## src/rtl/ring_router_vc_pkg.sv

```systemverilog
// ring_noc_pkg: shared constants, port enumeration and the hop-field helper
// used by the bidirectional ring router node and its VC FIFOs.
package ring_noc_pkg;

    // Default packet field layout.
    localparam int DFLT_HOP_LSB = 48;
    localparam int DFLT_HOP_W   = 8;
    localparam int DFLT_DIR_BIT = 62;
    localparam int VC_BIT       = 63;

    localparam int NUM_PORTS = 3;
    localparam int NUM_VC    = 2;

    // Widest packet the hop helper handles; narrower packets are zero-extended.
    localparam int PKT_MAX_W = 256;

    typedef enum logic [1:0] {
        PORT_CW  = 2'd0,
        PORT_CCW = 2'd1,
        PORT_PE  = 2'd2
    } port_e;

    // Logical right shift by one of the hop field [lsb +: w]; other bits untouched.
    function automatic logic [PKT_MAX_W-1:0] hop_shift(input logic [PKT_MAX_W-1:0] pkt,
                                                       input int lsb,
                                                       input int w);
        logic [PKT_MAX_W-1:0] mask;
        mask = ((PKT_MAX_W'(1) << w) - PKT_MAX_W'(1)) << lsb;
        return (pkt & ~mask) | (((pkt & mask) >> 1) & mask);
    endfunction

endpackage

```

## src/rtl/ring_router_vc_if.sv

```systemverilog
// ring_router_vc_if: one send/ready/data link of the ring router.
// master drives send and data, slave drives ready.
interface ring_router_vc_if #(
    parameter int PACKET_SIZE = 64
);
    logic                   s;
    logic                   r;
    logic [PACKET_SIZE-1:0] d;

    modport master (output s, output d, input r);
    modport slave  (input s, input d, output r);
endinterface

```

## src/rtl/ring_router_vc_fifo.sv

```systemverilog
// vc_fifo: synchronous FIFO holding one virtual channel of one router port.
// Pointers wrap modulo DEPTH, so any DEPTH >= 1 is supported.
module vc_fifo #(
    parameter int WIDTH = 64,
    parameter int DEPTH = 2
) (
    input  logic             clk,
    input  logic             rst,
    input  logic             push,
    input  logic [WIDTH-1:0] din,
    input  logic             pop,
    output logic [WIDTH-1:0] dout,
    output logic             full,
    output logic             empty
);
    localparam int PTR_W = (DEPTH > 1) ? $clog2(DEPTH) : 1;
    localparam int CNT_W = $clog2(DEPTH + 1);

    logic [WIDTH-1:0] mem_q [DEPTH];
    logic [PTR_W-1:0] wr_ptr_q, wr_ptr_d;
    logic [PTR_W-1:0] rd_ptr_q, rd_ptr_d;
    logic [CNT_W-1:0] cnt_q, cnt_d;
    logic             do_push, do_pop;

    function automatic logic [PTR_W-1:0] ptr_inc(input logic [PTR_W-1:0] p);
        return (p == PTR_W'(DEPTH - 1)) ? '0 : p + PTR_W'(1);
    endfunction

    assign full    = (cnt_q == CNT_W'(DEPTH));
    assign empty   = (cnt_q == '0);
    assign dout    = mem_q[rd_ptr_q];
    assign do_push = push && !full;
    assign do_pop  = pop && !empty;

    // Next-state pointers and occupancy.
    always_comb begin
        wr_ptr_d = do_push ? ptr_inc(wr_ptr_q) : wr_ptr_q;
        rd_ptr_d = do_pop ? ptr_inc(rd_ptr_q) : rd_ptr_q;
        cnt_d    = cnt_q;
        if (do_push && !do_pop) begin
            cnt_d = cnt_q + CNT_W'(1);
        end else if (do_pop && !do_push) begin
            cnt_d = cnt_q - CNT_W'(1);
        end
    end

    // Control state; reset empties the FIFO immediately.
    always_ff @(posedge clk or posedge rst) begin
        if (rst) begin
            wr_ptr_q <= '0;
            rd_ptr_q <= '0;
            cnt_q    <= '0;
        end else begin
            wr_ptr_q <= wr_ptr_d;
            rd_ptr_q <= rd_ptr_d;
            cnt_q    <= cnt_d;
        end
    end

    // Storage; contents are don't-care while the FIFO is empty.
    always_ff @(posedge clk) begin
        if (do_push) begin
            mem_q[wr_ptr_q] <= din;
        end
    end

endmodule

```

## src/rtl/ring_router_vc.sv

```systemverilog
// ring_router_vc: bidirectional ring router node with cw, ccw and PE ports,
// two virtual channels per port. Links use VC[polarity] while the crossbar
// moves packets on VC[~polarity], so no FIFO is read and written in one cycle.
// Optional build macro RING_ROUTER_PERF_CNT_EN adds saturating 16-bit send
// counters cw_cnt, ccw_cnt and pe_cnt.
module ring_router_vc
    import ring_noc_pkg::*;
#(
    parameter int PACKET_SIZE = 64,
    parameter int BUF_DEPTH   = 2,
    parameter int HOP_LSB     = DFLT_HOP_LSB,
    parameter int HOP_W       = DFLT_HOP_W,
    parameter int DIR_BIT     = DFLT_DIR_BIT
) (
    input  logic                    clk,
    input  logic                    reset,
    output logic                    polarity,
    ring_router_vc_if.slave         cwi,
    ring_router_vc_if.slave         ccwi,
    ring_router_vc_if.slave         pei,
    ring_router_vc_if.master        cwo,
    ring_router_vc_if.master        ccwo,
    ring_router_vc_if.master        peo
`ifdef RING_ROUTER_PERF_CNT_EN
    ,
    output logic [15:0]             cw_cnt,
    output logic [15:0]             ccw_cnt,
    output logic [15:0]             pe_cnt
`endif
);
    logic pol_q, pol_d;
    logic sw_en [NUM_VC];

    logic                   in_s     [NUM_PORTS];
    logic [PACKET_SIZE-1:0] in_d     [NUM_PORTS];
    logic                   in_ri    [NUM_PORTS];
    logic                   out_r    [NUM_PORTS];
    logic                   out_so   [NUM_PORTS];
    logic [PACKET_SIZE-1:0] out_do   [NUM_PORTS];

    logic                   in_push  [NUM_PORTS][NUM_VC];
    logic                   in_pop   [NUM_PORTS][NUM_VC];
    logic                   in_full  [NUM_PORTS][NUM_VC];
    logic                   in_empty [NUM_PORTS][NUM_VC];
    logic [PACKET_SIZE-1:0] in_head  [NUM_PORTS][NUM_VC];

    logic                   out_push [NUM_PORTS][NUM_VC];
    logic                   out_pop  [NUM_PORTS][NUM_VC];
    logic                   out_full [NUM_PORTS][NUM_VC];
    logic                   out_empty[NUM_PORTS][NUM_VC];
    logic [PACKET_SIZE-1:0] out_head [NUM_PORTS][NUM_VC];
    logic [PACKET_SIZE-1:0] out_din  [NUM_PORTS][NUM_VC];

    port_e                  tgt      [NUM_PORTS][NUM_VC];
    logic                   req      [NUM_PORTS][NUM_VC];
    logic                   arb_g0   [NUM_PORTS][NUM_VC];
    logic                   arb_g1   [NUM_PORTS][NUM_VC];

    // Link signals gathered into port-indexed arrays.
    assign in_s[PORT_CW]   = cwi.s;
    assign in_d[PORT_CW]   = cwi.d;
    assign in_s[PORT_CCW]  = ccwi.s;
    assign in_d[PORT_CCW]  = ccwi.d;
    assign in_s[PORT_PE]   = pei.s;
    assign in_d[PORT_PE]   = pei.d;
    assign cwi.r           = in_ri[PORT_CW];
    assign ccwi.r          = in_ri[PORT_CCW];
    assign pei.r           = in_ri[PORT_PE];

    assign out_r[PORT_CW]  = cwo.r;
    assign out_r[PORT_CCW] = ccwo.r;
    assign out_r[PORT_PE]  = peo.r;
    assign cwo.s           = out_so[PORT_CW];
    assign cwo.d           = out_do[PORT_CW];
    assign ccwo.s          = out_so[PORT_CCW];
    assign ccwo.d          = out_do[PORT_CCW];
    assign peo.s           = out_so[PORT_PE];
    assign peo.d           = out_do[PORT_PE];

    // VC0 switches while polarity is 1, VC1 while polarity is 0.
    assign pol_d    = ~pol_q;
    assign polarity = pol_q;
    assign sw_en[0] = pol_q;
    assign sw_en[1] = ~pol_q;

    // Phase bit toggles every cycle.
    always_ff @(posedge clk or posedge reset) begin
        if (reset) begin
            pol_q <= 1'b0;
        end else begin
            pol_q <= pol_d;
        end
    end

    // Link handshakes on VC[polarity]: ready, accept, send and pop.
    always_comb begin
        for (int i = 0; i < NUM_PORTS; i++) begin
            in_ri[i]  = !in_full[i][pol_q];
            out_so[i] = !out_empty[i][pol_q] && out_r[i];
            out_do[i] = out_so[i] ? out_head[i][pol_q] : '0;
            for (int v = 0; v < NUM_VC; v++) begin
                in_push[i][v] = !sw_en[v] && in_s[i] && !in_full[i][v];
                out_pop[i][v] = !sw_en[v] && out_so[i];
            end
        end
    end

    // Route computation and switch requests on VC[~polarity].
    always_comb begin
        for (int i = 0; i < NUM_PORTS; i++) begin
            for (int v = 0; v < NUM_VC; v++) begin
                tgt[i][v] = PORT_PE;
                if (i == int'(PORT_CW)) begin
                    tgt[i][v] = in_head[i][v][HOP_LSB] ? PORT_CW : PORT_PE;
                end else if (i == int'(PORT_CCW)) begin
                    tgt[i][v] = in_head[i][v][HOP_LSB] ? PORT_CCW : PORT_PE;
                end else begin
                    tgt[i][v] = in_head[i][v][DIR_BIT] ? PORT_CW : PORT_CCW;
                end
                req[i][v] = sw_en[v] && !in_empty[i][v] && !out_full[tgt[i][v]][v];
            end
        end
    end

    // Input pops: each input is requester 0 or 1 of the outputs it can reach.
    always_comb begin
        for (int v = 0; v < NUM_VC; v++) begin
            in_pop[PORT_CW][v]  = arb_g0[PORT_CW][v]  | arb_g0[PORT_PE][v];
            in_pop[PORT_CCW][v] = arb_g0[PORT_CCW][v] | arb_g1[PORT_PE][v];
            in_pop[PORT_PE][v]  = arb_g1[PORT_CW][v]  | arb_g1[PORT_CCW][v];
        end
    end

    // Per-output, per-VC round-robin arbiters and crossbar data path.
    for (genvar o = 0; o < NUM_PORTS; o++) begin : g_arb
        // Requester 0 is cw for cw/PE outputs and ccw for the ccw output;
        // requester 1 is PE for cw/ccw outputs and ccw for the PE output.
        localparam int S0 = (o == int'(PORT_PE)) ? int'(PORT_CW) : o;
        localparam int S1 = (o == int'(PORT_PE)) ? int'(PORT_CCW) : int'(PORT_PE);
        for (genvar v = 0; v < NUM_VC; v++) begin : g_vc
            logic                   req0, req1, g0, g1;
            logic                   ptr_q, ptr_d;
            logic [PACKET_SIZE-1:0] src_pkt;

            assign req0 = req[S0][v] && (tgt[S0][v] == port_e'(o));
            assign req1 = req[S1][v] && (tgt[S1][v] == port_e'(o));
            assign g0   = req0 && (!req1 || !ptr_q);
            assign g1   = req1 && (!req0 || ptr_q);
            assign ptr_d = g0 ? 1'b1 : (g1 ? 1'b0 : ptr_q);

            assign arb_g0[o][v]   = g0;
            assign arb_g1[o][v]   = g1;
            assign src_pkt        = g0 ? in_head[S0][v] : in_head[S1][v];
            assign out_push[o][v] = g0 | g1;
            assign out_din[o][v]  =
                PACKET_SIZE'(hop_shift(PKT_MAX_W'(src_pkt), HOP_LSB, HOP_W));

            // Priority pointer moves to the requester that lost (or was absent).
            always_ff @(posedge clk or posedge reset) begin
                if (reset) begin
                    ptr_q <= 1'b0;
                end else begin
                    ptr_q <= ptr_d;
                end
            end
        end
    end

    // Input and output VC buffers for every port.
    for (genvar p = 0; p < NUM_PORTS; p++) begin : g_port
        for (genvar v = 0; v < NUM_VC; v++) begin : g_vc
            vc_fifo #(
                .WIDTH (PACKET_SIZE),
                .DEPTH (BUF_DEPTH)
            ) u_in_fifo (
                .clk   (clk),
                .rst   (reset),
                .push  (in_push[p][v]),
                .din   (in_d[p]),
                .pop   (in_pop[p][v]),
                .dout  (in_head[p][v]),
                .full  (in_full[p][v]),
                .empty (in_empty[p][v])
            );

            vc_fifo #(
                .WIDTH (PACKET_SIZE),
                .DEPTH (BUF_DEPTH)
            ) u_out_fifo (
                .clk   (clk),
                .rst   (reset),
                .push  (out_push[p][v]),
                .din   (out_din[p][v]),
                .pop   (out_pop[p][v]),
                .dout  (out_head[p][v]),
                .full  (out_full[p][v]),
                .empty (out_empty[p][v])
            );
        end
    end

`ifdef RING_ROUTER_PERF_CNT_EN
    logic [15:0] cnt_q [NUM_PORTS];
    logic [15:0] cnt_d [NUM_PORTS];

    // Saturating per-output send counters.
    always_comb begin
        for (int i = 0; i < NUM_PORTS; i++) begin
            cnt_d[i] = (out_so[i] && (cnt_q[i] != 16'hFFFF)) ? cnt_q[i] + 16'd1 : cnt_q[i];
        end
    end

    // Counter state cleared by reset.
    always_ff @(posedge clk or posedge reset) begin
        if (reset) begin
            for (int i = 0; i < NUM_PORTS; i++) begin
                cnt_q[i] <= '0;
            end
        end else begin
            cnt_q <= cnt_d;
        end
    end

    assign cw_cnt  = cnt_q[PORT_CW];
    assign ccw_cnt = cnt_q[PORT_CCW];
    assign pe_cnt  = cnt_q[PORT_PE];
`endif

endmodule

```

## src/flat_wrapper.sv

```systemverilog
// flat-port wrapper written by rule: the top's interface ports become plain ports
module ring_router_vc_flat import ring_noc_pkg::*;
#(
    parameter int PACKET_SIZE = 64,
    parameter int BUF_DEPTH   = 2,
    parameter int HOP_LSB     = DFLT_HOP_LSB,
    parameter int HOP_W       = DFLT_HOP_W,
    parameter int DIR_BIT     = DFLT_DIR_BIT
)
  (clk, reset, polarity, cwi_s, cwi_d, cwi_r, ccwi_s, ccwi_d, ccwi_r, pei_s, pei_d, pei_r, cwo_s, cwo_d, cwo_r, ccwo_s, ccwo_d, ccwo_r, peo_s, peo_d, peo_r);
  ring_router_vc_if #(.PACKET_SIZE(PACKET_SIZE)) cwi_i ();
  ring_router_vc_if #(.PACKET_SIZE(PACKET_SIZE)) ccwi_i ();
  ring_router_vc_if #(.PACKET_SIZE(PACKET_SIZE)) pei_i ();
  ring_router_vc_if #(.PACKET_SIZE(PACKET_SIZE)) cwo_i ();
  ring_router_vc_if #(.PACKET_SIZE(PACKET_SIZE)) ccwo_i ();
  ring_router_vc_if #(.PACKET_SIZE(PACKET_SIZE)) peo_i ();
  input  logic clk;
  input  logic reset;
  output logic polarity;
  input wire logic [$bits(cwi_i.s)-1:0] cwi_s;
  input wire logic [$bits(cwi_i.d)-1:0] cwi_d;
  output wire logic [$bits(cwi_i.r)-1:0] cwi_r;
  input wire logic [$bits(ccwi_i.s)-1:0] ccwi_s;
  input wire logic [$bits(ccwi_i.d)-1:0] ccwi_d;
  output wire logic [$bits(ccwi_i.r)-1:0] ccwi_r;
  input wire logic [$bits(pei_i.s)-1:0] pei_s;
  input wire logic [$bits(pei_i.d)-1:0] pei_d;
  output wire logic [$bits(pei_i.r)-1:0] pei_r;
  output wire logic [$bits(cwo_i.s)-1:0] cwo_s;
  output wire logic [$bits(cwo_i.d)-1:0] cwo_d;
  input wire logic [$bits(cwo_i.r)-1:0] cwo_r;
  output wire logic [$bits(ccwo_i.s)-1:0] ccwo_s;
  output wire logic [$bits(ccwo_i.d)-1:0] ccwo_d;
  input wire logic [$bits(ccwo_i.r)-1:0] ccwo_r;
  output wire logic [$bits(peo_i.s)-1:0] peo_s;
  output wire logic [$bits(peo_i.d)-1:0] peo_d;
  input wire logic [$bits(peo_i.r)-1:0] peo_r;
  assign cwi_i.s = cwi_s;
  assign cwi_i.d = cwi_d;
  assign cwi_r = cwi_i.r;
  assign ccwi_i.s = ccwi_s;
  assign ccwi_i.d = ccwi_d;
  assign ccwi_r = ccwi_i.r;
  assign pei_i.s = pei_s;
  assign pei_i.d = pei_d;
  assign pei_r = pei_i.r;
  assign cwo_s = cwo_i.s;
  assign cwo_d = cwo_i.d;
  assign cwo_i.r = cwo_r;
  assign ccwo_s = ccwo_i.s;
  assign ccwo_d = ccwo_i.d;
  assign ccwo_i.r = ccwo_r;
  assign peo_s = peo_i.s;
  assign peo_d = peo_i.d;
  assign peo_i.r = peo_r;
  ring_router_vc #(.PACKET_SIZE(PACKET_SIZE), .BUF_DEPTH(BUF_DEPTH), .HOP_LSB(HOP_LSB), .HOP_W(HOP_W), .DIR_BIT(DIR_BIT)) u_core (.clk(clk), .reset(reset), .polarity(polarity), .cwi(cwi_i), .ccwi(ccwi_i), .pei(pei_i), .cwo(cwo_i), .ccwo(ccwo_i), .peo(peo_i));
endmodule
```

## config.mk

```make
export PLATFORM = sky130hd
export DESIGN_NAME = ring_router_vc_flat
export DESIGN_NICKNAME = d
export VERILOG_FILES = /design/src/rtl/ring_router_vc_pkg.sv /design/src/rtl/ring_router_vc_if.sv /design/src/rtl/ring_router_vc_fifo.sv /design/src/rtl/ring_router_vc.sv /design/src/flat_wrapper.sv
export SDC_FILE = /design/constraint.sdc
export NUM_CORES = 2
export LEC_CHECK = 0
export ABC_AREA = 1
export CAP_MARGIN = 5
export CORE_MARGIN = 10
export CORE_UTILIZATION = 45
export DETAILED_ROUTE_END_ITERATION = 6
export DONT_BUFFER_PORTS = 1
export MAX_ROUTING_LAYER = met4
export SYNTH_ARGS = -nofsm -noshare
export SYNTH_HDL_FRONTEND = slang
export SYNTH_SLANG_ARGS = --single-unit
```

## constraint.sdc

```tcl
create_clock -name clk -period 5 [get_ports clk]
set_input_delay 1 -clock clk [delete_from_list [all_inputs] [get_ports clk]]
set_output_delay 1 -clock clk [all_outputs]
set_load 0.02 [all_outputs]
```

; ---- Word-level counts from Yosys, hierarchy flattened
; Memory sizes are Yosys's and may differ from the RTL's.
; Cells that the tools add are included.
[totals]
mem_bits_rw = 1536
in_bits = 200
n_memories = 12
regBits = 55
[classes]
bitwise_logic = 26
n_lt_le_gt_ge = 7
add_sub_neg = 48
n_mux = 144
n_eq_ne = 20
n_reduce_logical = 230
[mem_list]
columns = memory, depth, word_bits, rd, rd_clocked_by_memory_dff, wr, line
row1 = u_core.g_port[0].g_vc[0].u_in_fifo.mem_q, 2, 64, 1, 0, 1, ring_router_vc_fifo.sv:19  ; logic [WIDTH-1:0] mem_q [DEPTH];
row2 = u_core.g_port[0].g_vc[0].u_out_fifo.mem_q, 2, 64, 1, 0, 1, ring_router_vc_fifo.sv:19
row3 = u_core.g_port[0].g_vc[1].u_in_fifo.mem_q, 2, 64, 1, 0, 1, ring_router_vc_fifo.sv:19
row4 = u_core.g_port[0].g_vc[1].u_out_fifo.mem_q, 2, 64, 1, 0, 1, ring_router_vc_fifo.sv:19
row5 = u_core.g_port[1].g_vc[0].u_in_fifo.mem_q, 2, 64, 1, 0, 1, ring_router_vc_fifo.sv:19
row6 = u_core.g_port[1].g_vc[0].u_out_fifo.mem_q, 2, 64, 1, 0, 1, ring_router_vc_fifo.sv:19
row7 = 6 more memories, n/a, n/a, n/a, n/a, n/a, n/a
[op_table]
columns = operator, n
row1 = $mux 64, 18
row2 = $or 64x55->64, 6
row3 = $logic_and 1x1->1, 105
row4 = $mux 1, 86
row5 = $logic_not 1->1, 79
row6 = $mux 2, 34
row7 = $reduce_bool 2->1, 18
row8 = $eq 2x2->1 const B, 16
row9 = $logic_not 2->1, 16
row10 = $add 1x1->1 const B, 24
row11 = $add 2x1->2 const B, 12
row12 = $bmux 2 s2, 6
row13 = $sub 2x1->2 const B, 12
row14 = $ge 3x3->1 const B, 6
row15 = $not 2->3, 6
row16 = $logic_or 1x1->1, 12
row17 = $or 1x1->1, 12
row18 = $eq 2x1->1 const B, 4
row19 = $ge 2x2->1 const B, 1
row20 = $not 1->2, 1
row21 = $not 1->1, 1

; ---- Logic depth before layout (Yosys ltp)
; An unclocked memory read counts as a cell.
[logic_depth]
depth_word = 18
depth_mapped = 13

; ---- Cells and area by module
; From an unflattened synthesis, not the netlist that was laid out.
[hier_totals]
cells_unflattened = 6404
area_unflattened_um2 = 67499.7
[modules_own_cells]
columns = module, seq_area_each_um2, instances, area_per_inst_um2, cells_each
row1 = vc_fifo, 3943.8, 12, 4921.0, 367
row2 = ring_router_vc, 175.2, 1, 8448.1, 2000

; ---- Worst setup path before layout
; OpenSTA, ideal clock, no wires.
[synth_timing]
path_kind = in2reg
start = input port cwi_s
end = memory u_core.g_port[0].g_vc[0].u_in_fifo.mem_q[0][0], enable pin
setup_slack_ns = 0.539
setup_ns = 0.486
path_buffers = 0
path_stages = 4
required_time_ns = 4.514
arrival_ns = 3.975
cell_sequence = inv_1 nor2_1 inv_1 nor2_1
[synth_via]
elab_chain_len = 5
[synth_lines]
columns = item, line
row1 = start: declaration, flat_wrapper.sv:20  ; input wire logic [$bits(cwi_i.s)-1:0] cwi_s;
row2 = $logic_and 1x1->1 (2 in series), ring_router_vc.sv:102  ; in_push[i][v] = !sw_en[v] && in_s[i] && !in_full[i][v];
row3 = $logic_and 1x1->1, ring_router_vc_fifo.sv:32  ; assign do_push = push && !full;
row4 = via u_core.g_port[0].g_vc[0].u_in_fifo.do_push, ring_router_vc_fifo.sv:23  ; logic do_push, do_pop;
row5 = $mux 1, ring_router_vc_fifo.sv:62  ; if (do_push) begin
row6 = $mux 1 (not written as such), ring_router_vc_fifo.sv:63  ; mem_q[wr_ptr_q] <= din;
row7 = end: declaration, ring_router_vc_fifo.sv:19
; The timed path passes the listed nets, and every way through them passes these cells.

; ---- Worst setup path in the final report
[layout_timing]
start = register u_core.pol_q (netlist: u_core.polarity)
end = output port ccwo_d[4]
[layout_via]
elab_chain_len = 7
elab_cells_between_ends = 10
cone_classes = mux: 7 / bitwise: 1 / reduce/logical: 2
[layout_lines]
columns = item, line
row1 = start: declaration, ring_router_vc.sv:31  ; logic pol_q, pol_d;
row2 = start signal: assignment, ring_router_vc.sv:91  ; pol_q <= pol_d;
row3 = $not 1->2 (not written as such) *, "ring_router_vc.sv:99, ring_router_vc.sv:100"
row4 = $mux 1 (not written as such) (3 in series), ring_router_vc.sv:99  ; out_so[i] = !out_empty[i][pol_q] && out_r[i];
row5 = $logic_not 1->1, ring_router_vc.sv:99
row6 = $logic_and 1x1->1, ring_router_vc.sv:99
row7 = $mux 64 *, ring_router_vc.sv:100  ; out_do[i] = out_so[i] ? out_head[i][pol_q] : '0;
row8 = end: declaration, flat_wrapper.sv:33  ; output wire logic [$bits(ccwo_i.d)-1:0] ccwo_d;
; Mark *: on every way between the ends. The rest lies on a longest branch, timed or not. The select of a mux whose other input is x is not followed.

==> impl_metrics.ini <==
[synth]
synthAdderAreaFrac_pct = 0.236
synth_ff_type = edfxtp_1
synth-compound-area-share_pct = 4.58
ys_ff_latch = 1575
synthMuxAreaShare_pct = 3.94
synth_xor_area_share_pct = 0.495
synth_top_family_by_area = simple AND/OR/NAND/NOR gates
syn_area_um2 = 63700
synth_cell_types = 31
avgSynthCellArea_um2 = 12.5
yosys.area_share.simple_pct = 13.5
yosysWarnings = 0
synthArstFlopShare_pct = 3.49
ys_seq_area_share_pct = 73.8
syn_inst = 5100
synth_edf_count = 1520

[clock_network]
clk_pin_slew_ps = 60
numCtsBuffers = 164
post_cts.repair.setup_buffers = 0
cts_tree = built
cts-root-buf = clkbuf_16
postCtsResizedCells = 0
postCtsHoldBufs = 0
clockBufferDepth = 3
htree_levels = 4
clock_sinks = 1575
worstSkewPairLatency_ps = 840

[grt]
grt_pass1_vias = 38900
gr-usage-all-layers_pct = 27.0
grt_pass1_wl_um = 291000
antenna_found_initial = 12
grt_max_degree = 81
grt.overflow.total = 0

[run]
drv_cap = 0

[final_layout]
final_common_cell = nand2_1
fillers = 12000
layout-drive-gt1-share_pct = 9.98
area_delta_synth_final_pct = 13.5
design_area_um2 = 72300
final_cell_mix = nand2_1 (1844), edfxtp_1 (1520), nor2_1 (349), mux2i_1 (251), buf_4 (223)
layout.nets = 5466

[min_path]
holdCritPathClass = in2async

[detailed_routing]
drtAntennaViolNets = 0
dr.pass1.iters = 7
vias = 40600
via_per_inst = 5.56
wl_per_cell_um = 28.9
drc = 6
first_iter_violations = 4551
routed_wl_um = 211000

[floorplanning]
start_util_pct = 45.2
coreArea_um2 = 141000
ios = 399
die_w_um = 396
rows = 138
die_h_um = 396
die_area_um2 = 157000

[setup_path]
crit_arrival_ps = 3850
crit_type = reg2out
reg2reg_slack_ps = 1320
path_max_fanout = 40
endpoint_kind = primary output
critical_path_required_ps = 4000
crit_path_start_kind = register
reg2regPathDepth = 9

[power]
irDropWorstVdd_mv = 0.600
power.density_nw_per_um2 = 666
p_leak_nw = 27.8

[place]
hpwl_um = 130000
placed_area_um2 = 67100
port_buffers = 0
gp_congestion = 0.818

[sta]
fmax_mhz = 206
drv_slew = 0
fin_crit_sh_pct = 97.0
setup_viol = 0
rsz0062_at_grt = false
finalHoldViolations = 0
max_slew_margin_pct = 14.2
setup-tns-final_ps = 0
skew_ps = 45.6
fin_crit_ps = 4850
tightestPinTransition_ps = 1280

[status]
outcome = finished, violations left
violations = DRC
==> worst max-delay path, stage by stage (launching register included) <==
cell and delay (ps):
dfrtp_1 800, inv_4 250, nor2_1 260, clkinv_2 320
buf_4 440, o32ai_1 660, buf_4 260
==> synthesized netlist by cell type (16+ instances only) <==
| cell | instances | share of area [%] |
|---|---|---|
| inv_1 | 214 | 1.3 |
| nand2_1 | 1846 | 11 |
| o21ai_1 | 89 | 0.70 |
| dfrtp_1 | 55 | 2.2 |
| edfxtp_1 | 1520 | 72 |
| xnor2_1 | 20 | 0.27 |
| o32ai_1 | 126 | 1.7 |
| clkbuf_1 | 126 | 0.74 |
| a21oi_1 | 79 | 0.62 |
| xor2_1 | 16 | 0.22 |
| mux2i_1 | 251 | 3.9 |
| buf_2 | 50 | 0.39 |
| o21ai_0 | 187 | 1.5 |
| nor2_1 | 373 | 2.2 |
| buf_1 | 25 | 0.15 |
| buf_4 | 22 | 0.26 |
| buf_6 | 33 | 0.58 |
==> cell families after synthesis <==
| family | after synthesis |
|---|---|
| flip-flops | 1575 |
| AO/OA/AOI/OAI | 486 |
| buffers and inverters | 485 |
| AND/OR/NAND/NOR | 2254 |
| other | 1 |
| XOR/XNOR | 36 |
| multiplexers | 251 |
| adder cells (fa/ha/maj) | 12 |
==> final cells by class <==
cell class,count,area (µm²),share of cell area (%)
diodes,23,57.6,0.0796
multi-input cells,3042,14700,20.4
clock inverters,99,871,1.20
clock buffers,203,4270,5.91
repair buffers,243,2070,2.87
inverters,228,890,1.23
well taps,1890,2360,3.27
flip-flops and latches,1575,47100,65.1
==> state kept, by name, summed over array words and instances (netlist names) <==
register	count
u_core.g_port.g_vc.u_in_fifo.mem_q	764
u_core.g_port.g_vc.u_in_fifo.wr_ptr_q	6
u_core.g_port.g_vc.u_in_fifo.cnt_q	12
u_core.g_port.g_vc.u_out_fifo.wr_ptr_q	6
u_core.g_port.g_vc.u_out_fifo.mem_q	756
u_core.polarity	1
u_core.g_port.g_vc.u_in_fifo.rd_ptr_q	6
u_core.g_port.g_vc.u_out_fifo.rd_ptr_q	6
u_core.g_port.g_vc.u_out_fifo.cnt_q	12
u_core.g_arb.g_vc.ptr_q	6
==> power by group <==
part / internal (W) / switching, W / total (W)
registers: 0.0188 / 0.00144 / 0.0203
logic: 0.00410 / 0.0121 / 0.0162
clock network: 0.00650 / 0.00522 / 0.0117
==> layer usage <==
layer	routed length, µm	share of wire (%)	track usage (%)
met3	22900	11	7.92
met2	102000	48	43.7
met1	80000	38	32.6
met4	6510	3.1	8.60
met5	0	0	-
==> through the flow <==
step	worst slack (ps)	std cells	utilization (%)	total power [W]	hold WS, ps
3_3_place_gp	1040	6978	47.6	0.0362	455
5_1_grt	54.9	7301	51.3	0.0502	232
2_1_floorplan	539	5102	-	0.0296	442
6_report	152	7303	51.3	0.0482	202
4_1_cts	135	7280	51.2	0.0483	167
3_5_place_dp	1020	6978	47.6	0.0367	478
==> path summary, 6_finish.rpt <==
| path | start | end |
|---|---|---|
| worst max-delay path | u_core.polarity | ccwo_d[4] |
| worst min-delay path | reset | u_core.g_port[1].g_vc[1].u_out_fifo.wr_ptr_q |
| worst max register to register | u_core.g_port[1].g_vc[1].u_in_fifo.rd_ptr_q | u_core.g_port[2].g_vc[1].u_out_fifo.mem_q[0][35] |
| worst min register to register | u_core.g_port[0].g_vc[1].u_out_fifo.wr_ptr_q | u_core.g_port[0].g_vc[1].u_out_fifo.wr_ptr_q |
| max in group asynchronous | reset | u_core.g_port[0].g_vc[0].u_out_fifo.rd_ptr_q |
| min in group clk | ccwi_d[60] | u_core.g_port[1].g_vc[0].u_in_fifo.mem_q[0][60] |
Power figures use the tool's default switching activity.
